`config.mk`:
```
export PLATFORM = sky130hd
export DESIGN_NAME = sram_ctrl_flat
export DESIGN_NICKNAME = d
export VERILOG_FILES = /design/src/rtl/sram_ctrl_if.sv /design/src/rtl/sram_ctrl.sv /design/src/flat_wrapper.sv
export SDC_FILE = /design/constraint.sdc
export NUM_CORES = 1
export LEC_CHECK = 0
export CORE_ASPECT_RATIO = 0.7
export CORE_MARGIN = 5
export CORE_UTILIZATION = 42
export DETAILED_ROUTE_END_ITERATION = 10
export GPL_TIMING_DRIVEN = 0
export PLACE_DENSITY = 0.8
export SYNTH_ARGS = -nofsm -noshare
export SYNTH_HDL_FRONTEND = slang
export SYNTH_SLANG_ARGS = --single-unit
```
`constraint.sdc`:
```
create_clock -name clk -period 2.1 [get_ports clk]
set_input_delay 0.525 -clock clk [delete_from_list [all_inputs] [get_ports clk]]
set_output_delay 0.525 -clock clk [all_outputs]
set_load 0.02 [all_outputs]
```
`src/rtl/sram_ctrl_if.sv`:
```
// sram_ctrl_if: request/response channel of sram_ctrl; SRAM_BYTE_EN_EN adds the req_be lane mask
interface sram_ctrl_if #(
  parameter int AW = 18,
  parameter int DW = 16
);
  logic req_valid;
  logic req_ready;
  logic req_we;
  logic [AW-1:0] req_addr;
  logic [DW-1:0] req_wdata;
`ifdef SRAM_BYTE_EN_EN
  logic [DW/8-1:0] req_be;
`endif
  logic rsp_valid;
  logic [DW-1:0] rsp_rdata;
`ifdef SRAM_BYTE_EN_EN
  modport master(output req_valid, req_we, req_addr, req_wdata, req_be, input req_ready, rsp_valid, rsp_rdata);
  modport slave(input req_valid, req_we, req_addr, req_wdata, req_be, output req_ready, rsp_valid, rsp_rdata);
`else
  modport master(output req_valid, req_we, req_addr, req_wdata, input req_ready, rsp_valid, rsp_rdata);
  modport slave(input req_valid, req_we, req_addr, req_wdata, output req_ready, rsp_valid, rsp_rdata);
`endif
endinterface

```
`src/rtl/sram_ctrl.sv`:
```
// sram_ctrl: async SRAM controller with read/write wait states and write-to-access turnaround
// SRAM_BYTE_EN_EN adds per-byte write lanes (req_be in, sram_be_n out)
module sram_ctrl #(
  parameter int AW = 18,
  parameter int DW = 16,
  parameter int RD_WAIT = 1,
  parameter int WR_WAIT = 1,
  parameter int TURN = 1
) (
  input  logic clk,
  input  logic rst_n,
  sram_ctrl_if.slave bus,
`ifdef SRAM_BYTE_EN_EN
  output logic [DW/8-1:0] sram_be_n,
`endif
  output logic sram_cs_n,
  output logic sram_oe_n,
  output logic sram_we_n,
  output logic [AW-1:0] sram_addr,
  output logic [DW-1:0] sram_dq_o,
  input  logic [DW-1:0] sram_dq_i,
  output logic sram_dq_oe
);
  typedef enum logic [2:0] {S_IDLE, S_RD_ACC, S_WR_SETUP, S_WR_PULSE, S_WR_HOLD, S_TURN} state_t;
  state_t state, nxt;
  logic [3:0] cnt, cnt_d;
  logic acc, rd_done, wr_nxt;
`ifdef SRAM_BYTE_EN_EN
  logic [DW/8-1:0] be_q;
`endif
  always_comb begin
    nxt = state;
    cnt_d = '0;
    acc = bus.req_valid && bus.req_ready;
    rd_done = 1'b0;
    case (state)
      S_IDLE: nxt = acc ? (bus.req_we ? S_WR_SETUP : S_RD_ACC) : S_IDLE;
      S_RD_ACC: begin
        rd_done = cnt == 4'(RD_WAIT);
        nxt = rd_done ? S_IDLE : S_RD_ACC;
        cnt_d = rd_done ? '0 : cnt + 4'd1;
      end
      S_WR_SETUP: nxt = S_WR_PULSE;
      S_WR_PULSE: begin
        nxt = cnt == 4'(WR_WAIT) ? S_WR_HOLD : S_WR_PULSE;
        cnt_d = cnt == 4'(WR_WAIT) ? '0 : cnt + 4'd1;
      end
      S_WR_HOLD: nxt = TURN == 0 ? S_IDLE : S_TURN;
      S_TURN: begin
        nxt = cnt == 4'(TURN - 1) ? S_IDLE : S_TURN;
        cnt_d = cnt == 4'(TURN - 1) ? '0 : cnt + 4'd1;
      end
      default: nxt = S_IDLE;
    endcase
    wr_nxt = nxt inside {S_WR_SETUP, S_WR_PULSE, S_WR_HOLD};
  end
  // Strobes are registered from the next state, so every pin changes only on a clock edge
  always_ff @(posedge clk or negedge rst_n) begin
    if (!rst_n) begin
      state <= S_IDLE;
      cnt <= '0;
      bus.req_ready <= 1'b0;
      bus.rsp_valid <= 1'b0;
      bus.rsp_rdata <= '0;
      sram_cs_n <= 1'b1;
      sram_oe_n <= 1'b1;
      sram_we_n <= 1'b1;
      sram_addr <= '0;
      sram_dq_o <= '0;
      sram_dq_oe <= 1'b0;
`ifdef SRAM_BYTE_EN_EN
      be_q <= '0;
      sram_be_n <= '1;
`endif
    end else begin
      state <= nxt;
      cnt <= cnt_d;
      bus.req_ready <= nxt == S_IDLE;
      bus.rsp_valid <= rd_done;
      if (rd_done) bus.rsp_rdata <= sram_dq_i;
      sram_cs_n <= nxt == S_IDLE || nxt == S_TURN;
      sram_oe_n <= nxt != S_RD_ACC;
      sram_we_n <= nxt != S_WR_PULSE;
      sram_dq_oe <= wr_nxt;
      if (acc) sram_addr <= bus.req_addr;
      if (acc && bus.req_we) sram_dq_o <= bus.req_wdata;
`ifdef SRAM_BYTE_EN_EN
      if (acc) be_q <= bus.req_be;
      sram_be_n <= wr_nxt ? ~(acc ? bus.req_be : be_q) : (nxt == S_RD_ACC ? '0 : '1);
`endif
    end
  end
endmodule
```
`src/flat_wrapper.sv`:
```
// flat-port wrapper written by rule: the top's interface ports become plain ports
module sram_ctrl_flat 
#(
  parameter int AW = 18,
  parameter int DW = 16,
  parameter int RD_WAIT = 1,
  parameter int WR_WAIT = 1,
  parameter int TURN = 1
)
  (clk, rst_n, sram_cs_n, sram_oe_n, sram_we_n, sram_addr, sram_dq_o, sram_dq_i, sram_dq_oe, bus_req_valid, bus_req_we, bus_req_addr, bus_req_wdata, bus_req_ready, bus_rsp_valid, bus_rsp_rdata);
  sram_ctrl_if #(.AW(AW), .DW(DW)) bus_i ();
  input  logic clk;
  input  logic rst_n;
  output logic sram_cs_n;
  output logic sram_oe_n;
  output logic sram_we_n;
  output logic [AW-1:0] sram_addr;
  output logic [DW-1:0] sram_dq_o;
  input  logic [DW-1:0] sram_dq_i;
  output logic sram_dq_oe;
  input wire logic [$bits(bus_i.req_valid)-1:0] bus_req_valid;
  input wire logic [$bits(bus_i.req_we)-1:0] bus_req_we;
  input wire logic [$bits(bus_i.req_addr)-1:0] bus_req_addr;
  input wire logic [$bits(bus_i.req_wdata)-1:0] bus_req_wdata;
  output wire logic [$bits(bus_i.req_ready)-1:0] bus_req_ready;
  output wire logic [$bits(bus_i.rsp_valid)-1:0] bus_rsp_valid;
  output wire logic [$bits(bus_i.rsp_rdata)-1:0] bus_rsp_rdata;
  assign bus_i.req_valid = bus_req_valid;
  assign bus_i.req_we = bus_req_we;
  assign bus_i.req_addr = bus_req_addr;
  assign bus_i.req_wdata = bus_req_wdata;
  assign bus_req_ready = bus_i.req_ready;
  assign bus_rsp_valid = bus_i.rsp_valid;
  assign bus_rsp_rdata = bus_i.rsp_rdata;
  sram_ctrl #(.AW(AW), .DW(DW), .RD_WAIT(RD_WAIT), .WR_WAIT(WR_WAIT), .TURN(TURN)) u_core (.clk(clk), .rst_n(rst_n), .bus(bus_i), .sram_cs_n(sram_cs_n), .sram_oe_n(sram_oe_n), .sram_we_n(sram_we_n), .sram_addr(sram_addr), .sram_dq_o(sram_dq_o), .sram_dq_i(sram_dq_i), .sram_dq_oe(sram_dq_oe));
endmodule
```
== Yosys cells after proc, flatten, opt, wreduce, memory -nomap -nowiden ==
Index checks and enable logic that the tools add are counted.

* Flip-flop bits (word level): 63
* Bits of input ports: 54
* Output and inout bits: 56
* Logic and storage cells: 42

* $add $sub $neg: 1
* Equality and inequality tests: 12
* Mux-type cells: 10
* Reductions and logical operators: 8

{| class="wikitable"
|+ Operators with widths
! cell !! number
|-
| one-hot mux 3 bit (6 select lines) || 1
|-
| equality test 3 x 2 -> 1 bit, second input constant || 4
|-
| equality test 3 bit, second input constant || 4
|-
| 2-to-1 mux 3 bit || 3
|-
| 2-to-1 mux 4 bit || 2
|-
| one-hot mux 4 bit (2 select lines) || 1
|-
| logical NOT 3 bit || 2
|-
| adder 4 x 1 -> 4 bit, second input constant || 1
|-
| equality test 4 x 1 -> 1 bit, second input constant || 1
|-
| logical NOT 4 bit || 1
|-
| equality test 3 x 1 -> 1 bit, second input constant || 1
|-
| inequality test 3 x 1 -> 1 bit, second input constant || 1
|-
| inequality test 3 x 2 -> 1 bit, second input constant || 1
|-
| nonzero test 3 bit || 1
|-
| logical AND 1 bit || 2
|-
| 2-to-1 mux 1 bit || 2
|-
| 2-to-1 mux 2 bit || 1
|-
| OR reduction 2 bit || 1
|-
| logical OR 1 bit || 1
|}

== Depth between registers and ports, before layout ==
Gate-level depths: netlist (run 1).

* Depth in word-level cells: 5
* Mapped depth: 6
* Gate-level depth less buffers: 5

== Worst setup path before layout (run 1) ==
OpenSTA, ideal clock, no wires.

* Kind: reg2reg
* Start: reg u_core.cnt[1]
* End: reg u_core.bus.rsp_rdata[10]
* Data arrival time: 1.476 ns
* Required time: 1.975 ns
* Slack: 0.499 ns
* Stages on the path, launching flop included: 7
* Path buffers: 1
* Period minus slack after synthesis: 1.601 ns
* Cell sequence: dfrtp_1 > inv_1 > ha_1 > nor3b_4 > nand3_4 > buf_6 > mux2_4

* Word-level cells in the longest chain between the ends: 2

{| class="wikitable"
|+ RTL lines
! what !! line !! text
|-
| from (decl) || sram_ctrl.sv:26 || <nowiki>logic [3:0] cnt, cnt_d;</nowiki>
|-
| from (signal assigned) || sram_ctrl.sv:77 || <nowiki>cnt <= cnt_d;</nowiki>
|-
| equality test 4 x 1 -> 1 bit || sram_ctrl.sv:39 || <nowiki>rd_done = cnt == 4'(RD_WAIT);</nowiki>
|-
| 2-to-1 mux 1 bit || sram_ctrl.sv:36 || <nowiki>case (state)</nowiki>
|-
| to (signal assigned) || sram_ctrl.sv:80 || <nowiki>if (rd_done) bus.rsp_rdata <= sram_dq_i;</nowiki>
|-
| to (decl) || sram_ctrl_if.sv:21 || <nowiki>modport slave(input req_valid, req_we, req_addr, req_wdata, output req_ready, rsp_valid, rsp_rdata);</nowiki>
|}

Every way passes these cells.
A chain may end at the register's enable or synchronous reset.

== Worst setup path in the final report (run 1) ==
* Start: reg u_core.sram_oe_n
* End: out sram_oe_n

{| class="wikitable"
|+ RTL lines
! what !! line !! text
|-
| from (decl) || sram_ctrl.sv:17 || <nowiki>output logic sram_oe_n,</nowiki>
|-
| from (signal assigned) || sram_ctrl.sv:66 || <nowiki>sram_oe_n <= 1'b1;</nowiki>
|-
| from (signal assigned) || sram_ctrl.sv:82 || <nowiki>sram_oe_n <= nxt != S_RD_ACC;</nowiki>
|-
| to (decl) || flat_wrapper.sv:15 || <nowiki>output logic sram_oe_n;</nowiki>
|}

No word-level cell between the ends.

==> results.cfg, run 1 <==
[status]
status = finished clean

[synth]
synthArstFlopShare = 1.000
yosysWarnings = 0
syn_area_mm2 = 0.002499
yosys.area.top_type = dfrtp_1
yosysUniqueCellTypes = 30
synthTopCellsByArea = dfrtp_1 60%, mux2_2 19%, mux2_4 4.8%
synth-main-ff-cell = dfrtp_1
ys_seq_area_frac = 0.6324
synth_cells = 163
yosys.area.top_type_share = 0.6009
synth_edf_count = 0
syn_nets = 220
avgSynthCellArea_um2 = 15.33
synth_seq_cells = 63

[finish]
postLayoutCellArea_mm2 = 0.003846
fin_util = 0.6683
drive_above_1_share = 0.2569
syn2layout_area_growth_pct = 53.93
nets = 340
n_antenna_cell = 0
final_cells = 363

[routing]
drt_iter0_drc = 80
met2_length_um = 2681
drt_first_pass_iters = 5
wl_met1_um = 2475
vias = 1737
avgRoutedWirePerCell_um = 15.68
drcViolationCount = 0
antenna_left = 0
wl_met3_um = 508
routed_wl_um = 5693
top_layer = met4
via_per_inst = 4.785

[setup_path]
cpLargestDelayFamily = buffers and inverters
reg2reg_depth = 6
start_kind = register
cp.arrival_ns = 1.47
crit_path_max_fanout = 1
cp.required_ns = 1.57
cp.buffers_inverters = 1
crit_path_cell_trace = clkdlybuf4s50_1
cp.depth = 1
crit_slowest_cell = clkdlybuf4s50_1
path_class = register to output pin
crit_path_end_kind = output pin
cpPeakStageDelay_ns = 0.62

[worst_hold_path]
hold_class = primary input to asynchronous set/reset pin

[sta]
hold_viol = 0
finalMaxSlewViolations = 0
worst_slack_ns = 0.1094
min_period_over_period = 0.9479
rsz0062_at_grt = false
period_minus_slack_ns = 1.991
setup_viol = 0
relSlewSlack = 0.4730
clock_skew_ns = 0.009431
fmax_mhz = 502.4
worst_pin_slew_ns = 0.7905
tns_ns = 0
whs_ns = 0.2648

[pwr]
finalPower_mw = 6.130
ir_drop_mv = 0.8190
power.leakage_nw = 1.653
power.density_mw_per_mm2 = 1594

[global_routing]
grt_antenna_before_repair = 0
grt_pass1_vias = 1814
globalRouteOverflowTotal = 0
grt_usage = 0.1564
grt_pass1_wl_um = 8983
grt_start_max_net_pins = 64

[placed_design]
place_area_mm2 = 0.003681
gp_congestion = 0.7693
portBuffers = 109
pre_cts_slack_ns = -0.07667
hpwl_um = 4263
dp_cells = 347

[floorplan]
dieHeight_um = 74.53
start_util = 0.4341
dieArea_mm2 = 0.007616
rows = 23
coreArea_mm2 = 0.005756
die-width_um = 102.2
num_io_pins = 110

[clock_tree]
postCtsSetupRepairBufs = 0
root_buffer = clkbuf_8
cts.repair.resized = 0
cts_tree = done
cts_sinks = 63
htreeDepth = 3
clkLatencyLatePin_ns = 0.33
cts_buffers = 9
clockBufferDepth = 2
clkTransAtPathRegs_ns = 0.07
cts_hold_buf = 0

[run]
maxCapViolCount = 0
-- registers in the layout, indices dropped and copies added, names as in the netlist --
| name | flops |
|---|---|
| u_core.sram_we_n | 1 |
| u_core.bus.rsp_valid | 1 |
| u_core.cnt | 4 |
| u_core.bus.req_ready | 1 |
| u_core.sram_dq_oe | 1 |
| u_core.sram_addr | 18 |
| u_core.sram_oe_n | 1 |
| u_core.sram_dq_o | 16 |
| u_core.state | 3 |
| u_core.bus.rsp_rdata | 16 |
| u_core.sram_cs_n | 1 |
-- layer usage --
layer / track usage / vias up
met5: 0 / -
met4: 0.04367 / 0
met1: 0.2002 / 853
met2: 0.2469 / 68
li1: - / 811
met3: 0.06560 / 5
-- cell usage after synthesis, types with 2 or more instances --
cell type and count:
buf_2 2, dfstp_2 3, mux2_2 42, a21oi_1 2
nor2_1 11, nand2b_1 2, ha_1 3, mux2_4 8
clkbuf_1 3, dfrtp_1 60, o21ai_0 2, nand3_1 3
inv_1 5
-- layout by cell type (no fill, tap or decap), types with 2 or more instances in the layout --
cell type	Yosys	routed
ha_1	3	3
clkbuf_8	0	9
clkinvlp_4	0	3
o21ai_0	2	2
clkdlybuf4s50_1	0	108
a21oi_1	2	2
mux2_4	8	8
buf_2	2	2
clkinv_2	0	3
nand2b_1	2	2
inv_1	5	5
nand3_1	3	3
dfrtp_1	60	60
dfstp_2	3	3
mux2_2	42	42
clkbuf_1	3	4
nor2_1	11	11
-- layout make-up --
cell class              count  area, um2
clock inverters             6      37.54
inverters                   5      18.77
multi-input cells          89      867.1
well taps                  75      93.84
plain buffers               6      32.53
fillers                   443       1909
flip-flops and latches     63       1580
repair buffers            109       1089
clock buffers              10      127.6
-- final timing paths --
kind,startpoint,end,slack [ns]
setup / recovery,u_core.sram_oe_n$_DFF_PN1_,sram_oe_n,0.11
hold / removal,rst_n,u_core.sram_dq_o[5]$_DFFE_PN0N_,0.26
setup reg to reg,u_core.cnt[1]$_DFF_PN0_,u_core.bus.rsp_rdata[12]$_DFFE_PN0P_,0.30
hold reg to reg,u_core.sram_dq_o[13]$_DFFE_PN0N_,u_core.sram_dq_o[13]$_DFFE_PN0N_,0.50
max in group asynchronous,rst_n,u_core.bus.rsp_rdata[14]$_DFFE_PN0P_,1.30
min in group clk,u_core.sram_dq_o[13]$_DFFE_PN0N_,u_core.sram_dq_o[13]$_DFFE_PN0N_,0.50
-- kinds of logic (layout without fill, tap and decap cells) --
kind of cell | after synthesis | count (layout) | share of synthesized area
and+or+nand+nor | 23 | 23 | 0.05659
adders and majority gates | 3 | 3 | 0.01502
xor gates and xnor gates | 2 | 2 | 0.007012
AOI/OAI and AO/OA | 11 | 11 | 0.03105
muxes | 50 | 50 | 0.2374
buffers and inverters | 11 | 136 | 0.02053
DFF | 63 | 63 | 0.6325
-- where the power goes --
group / leakage [nW] / switching, mW / internal [mW]
registers: 0.751 / 0.306 / 1.83
logic: 0.824 / 1.42 / 1.69
clock network: 0.0781 / 0.463 / 0.421
total: 1.65 / 2.19 / 3.94
Note: power is estimated with default switching activity, not from simulation.
==> run 2, diff against run 1 <==
--- a/config.mk
+++ b/config.mk
@@ -12,2 +12,3 @@
 export GPL_TIMING_DRIVEN = 0
+export MAX_ROUTING_LAYER = met4
 export PLACE_DENSITY = 0.8
==> constraint.sdc (replaced) <==
create_clock -name clk -period 2.1 [get_ports clk]
set_input_delay 0.42 -clock clk [delete_from_list [all_inputs] [get_ports clk]]
set_output_delay 0.42 -clock clk [all_outputs]
set_load 0.02 [all_outputs]
==> run 2 against run 1 <==
  * Non-clock buffer count unchanged
  * Wire length about the same
  * Clock-buffer cell count stayed put
  * Global-route usage grew 0.51 points
  * Die area is the same
  * Critical path depth is the same
  * Clock power barely moved
==> results.cfg, run 2 (synthesis gave the netlist of run 1 again) <==
[status]
status = finished clean

[sta]
hold_viol = 0
clock_skew_ns = 0.009311
min_period_over_period = 0.8965
period_minus_slack_ns = 1.883
relSlewSlack = 0.4728
setup_viol = 0
whs_ns = 0.1581
worst_slack_ns = 0.2174
tns_ns = 0
fmax_mhz = 531.2
rsz0062_at_grt = false
finalMaxSlewViolations = 0
worst_pin_slew_ns = 0.7908

[setup_path]
cpPeakStageDelay_ns = 0.62
regToRegSetupSlack_ns = 0.30
cp.buffers_inverters = 1
reg2reg_depth = 6
crit_path_cell_trace = clkdlybuf4s50_1
crit_slowest_cell = clkdlybuf4s50_1
worstReg2RegStart = u_core.cnt[1]$_DFF_PN0_
start_kind = register
cp.required_ns = 1.68
cp.arrival_ns = 1.46
path_class = register to output pin
crit_path_max_fanout = 1
r2r_end = u_core.bus.rsp_rdata[12]$_DFFE_PN0P_
cpLargestDelayFamily = buffers and inverters
crit_path_end_kind = output pin

[placed_design]
gp_congestion = 0.7796
pre_cts_slack_ns = 0.02833
portBuffers = 109
hpwl_um = 4263

[pwr]
ir_drop_mv = 0.8188
power.density_mw_per_mm2 = 1593
power.leakage_nw = 1.653

[finish]
final_cell_mix = 108 x clkdlybuf4s50_1, 60 x dfrtp_1, 42 x mux2_2
nets = 340
reg_top3 = u_core.sram_addr: 18 flops, u_core.bus.rsp_rdata: 16 flops, u_core.sram_dq_o: 16 flops
syn2layout_area_growth_pct = 53.93
largest_reg_flops = 18
top_register = u_core.sram_addr
n_antenna_cell = 0
final_common_cell = clkdlybuf4s50_1
drive_above_1_share = 0.2569

[clock_tree]
clkLatencyLatePin_ns = 0.33
root_buffer = clkbuf_8
cts_buffers = 9
cts.repair.resized = 0
cts_sinks = 63
clockBufferDepth = 2
cts_hold_buf = 0
clkTransAtPathRegs_ns = 0.07
htreeDepth = 3
postCtsSetupRepairBufs = 0
cts_tree = done

[routing]
routed_wl_um = 5688
wl_met1_um = 2495
wl_met3_um = 483
top_layer = met4
avgRoutedWirePerCell_um = 15.67
antenna_left = 0
met2_length_um = 2684
via_per_inst = 4.813
drcViolationCount = 0
drt_first_pass_iters = 5
vias = 1747
drt_iter0_drc = 80

[floorplan]
dieHeight_um = 74.53
start_util = 0.4341
dieArea_mm2 = 0.007616
num_io_pins = 110
coreArea_mm2 = 0.005756
rows = 23
die-width_um = 102.2

[global_routing]
grt_antenna_before_repair = 0
grt_start_max_net_pins = 64
globalRouteOverflowTotal = 0
grt_pass1_vias = 1817
grt_usage = 0.1615
grt_pass1_wl_um = 8970

[worst_hold_path]
hold_class = primary input to asynchronous set/reset pin

[run]
maxCapViolCount = 0
## run 2: cell counts in the layout (fill, tap and decap cells not counted)
Identical to the previous run, type by type.
## run 2: stage by stage
stage	power, mW	area [um2]	std cells	utilization
3_3_place_gp	5.216	3684	347	0.6400
6_report	6.127	3846	363	0.6683
4_1_cts	6.213	3846	363	0.6683
3_5_place_dp	5.311	3681	347	0.6396
5_1_grt	6.495	3846	363	0.6683
2_1_floorplan	3.829	2499	163	-
## run 2: cell type report
cell class	instances	area [um2]
buffer	6	32.53
fill	443	1909
sequential	63	1580
tap	75	93.84
multi-input combinational	89	867.1
clock buffer	10	127.6
clock inverter	6	37.54
inverter	5	18.77
timing repair buffer	109	1089
## run 2: worst reg2reg max path: stages, from the launching register on
cell     delay, ns
dfrtp_1       0.40
inv_1         0.09
ha_1          0.17
nor3b_4       0.29
nand3_4       0.21
buf_6         0.21
mux2_4        0.31
## run 2: worst max path at each step
stage | start | depth (start not counted) | slack [ns] | to
6_report | u_core.sram_oe_n$_DFF_PN1_ | 1 | 0.22 | sram_oe_n
2_1_floorplan | u_core.cnt[1]$_DFF_PN0_ | 6 | 0.50 | u_core.bus.rsp_rdata[10]$_DFFE_PN0P_
3_5_place_dp | bus_req_valid | 4 | 0.03 | u_core.sram_dq_o[8]$_DFFE_PN0N_
3_3_place_gp | rst_n | 1 | -1.47 | u_core.bus.rsp_rdata[4]$_DFFE_PN0P_
5_1_grt | u_core.cnt[1]$_DFF_PN0_ | 6 | 0.15 | u_core.bus.rsp_rdata[12]$_DFFE_PN0P_
4_1_cts | u_core.sram_oe_n$_DFF_PN1_ | 1 | 0.19 | sram_oe_n
## run 2: layer usage
metal | global-route usage | up-vias
met4 | 0.04367 | 0
met5 | - | -
li1 | - | 811
met1 | 0.2038 | 862
met2 | 0.2462 | 68
met3 | 0.06092 | 6
## run 2: power breakdown
part           internal, mW  switching [mW]  total (mW)
logic                  1.69            1.42        3.11
clock network         0.421           0.460       0.881
registers              1.83           0.305        2.13
total                  3.94            2.19        6.13
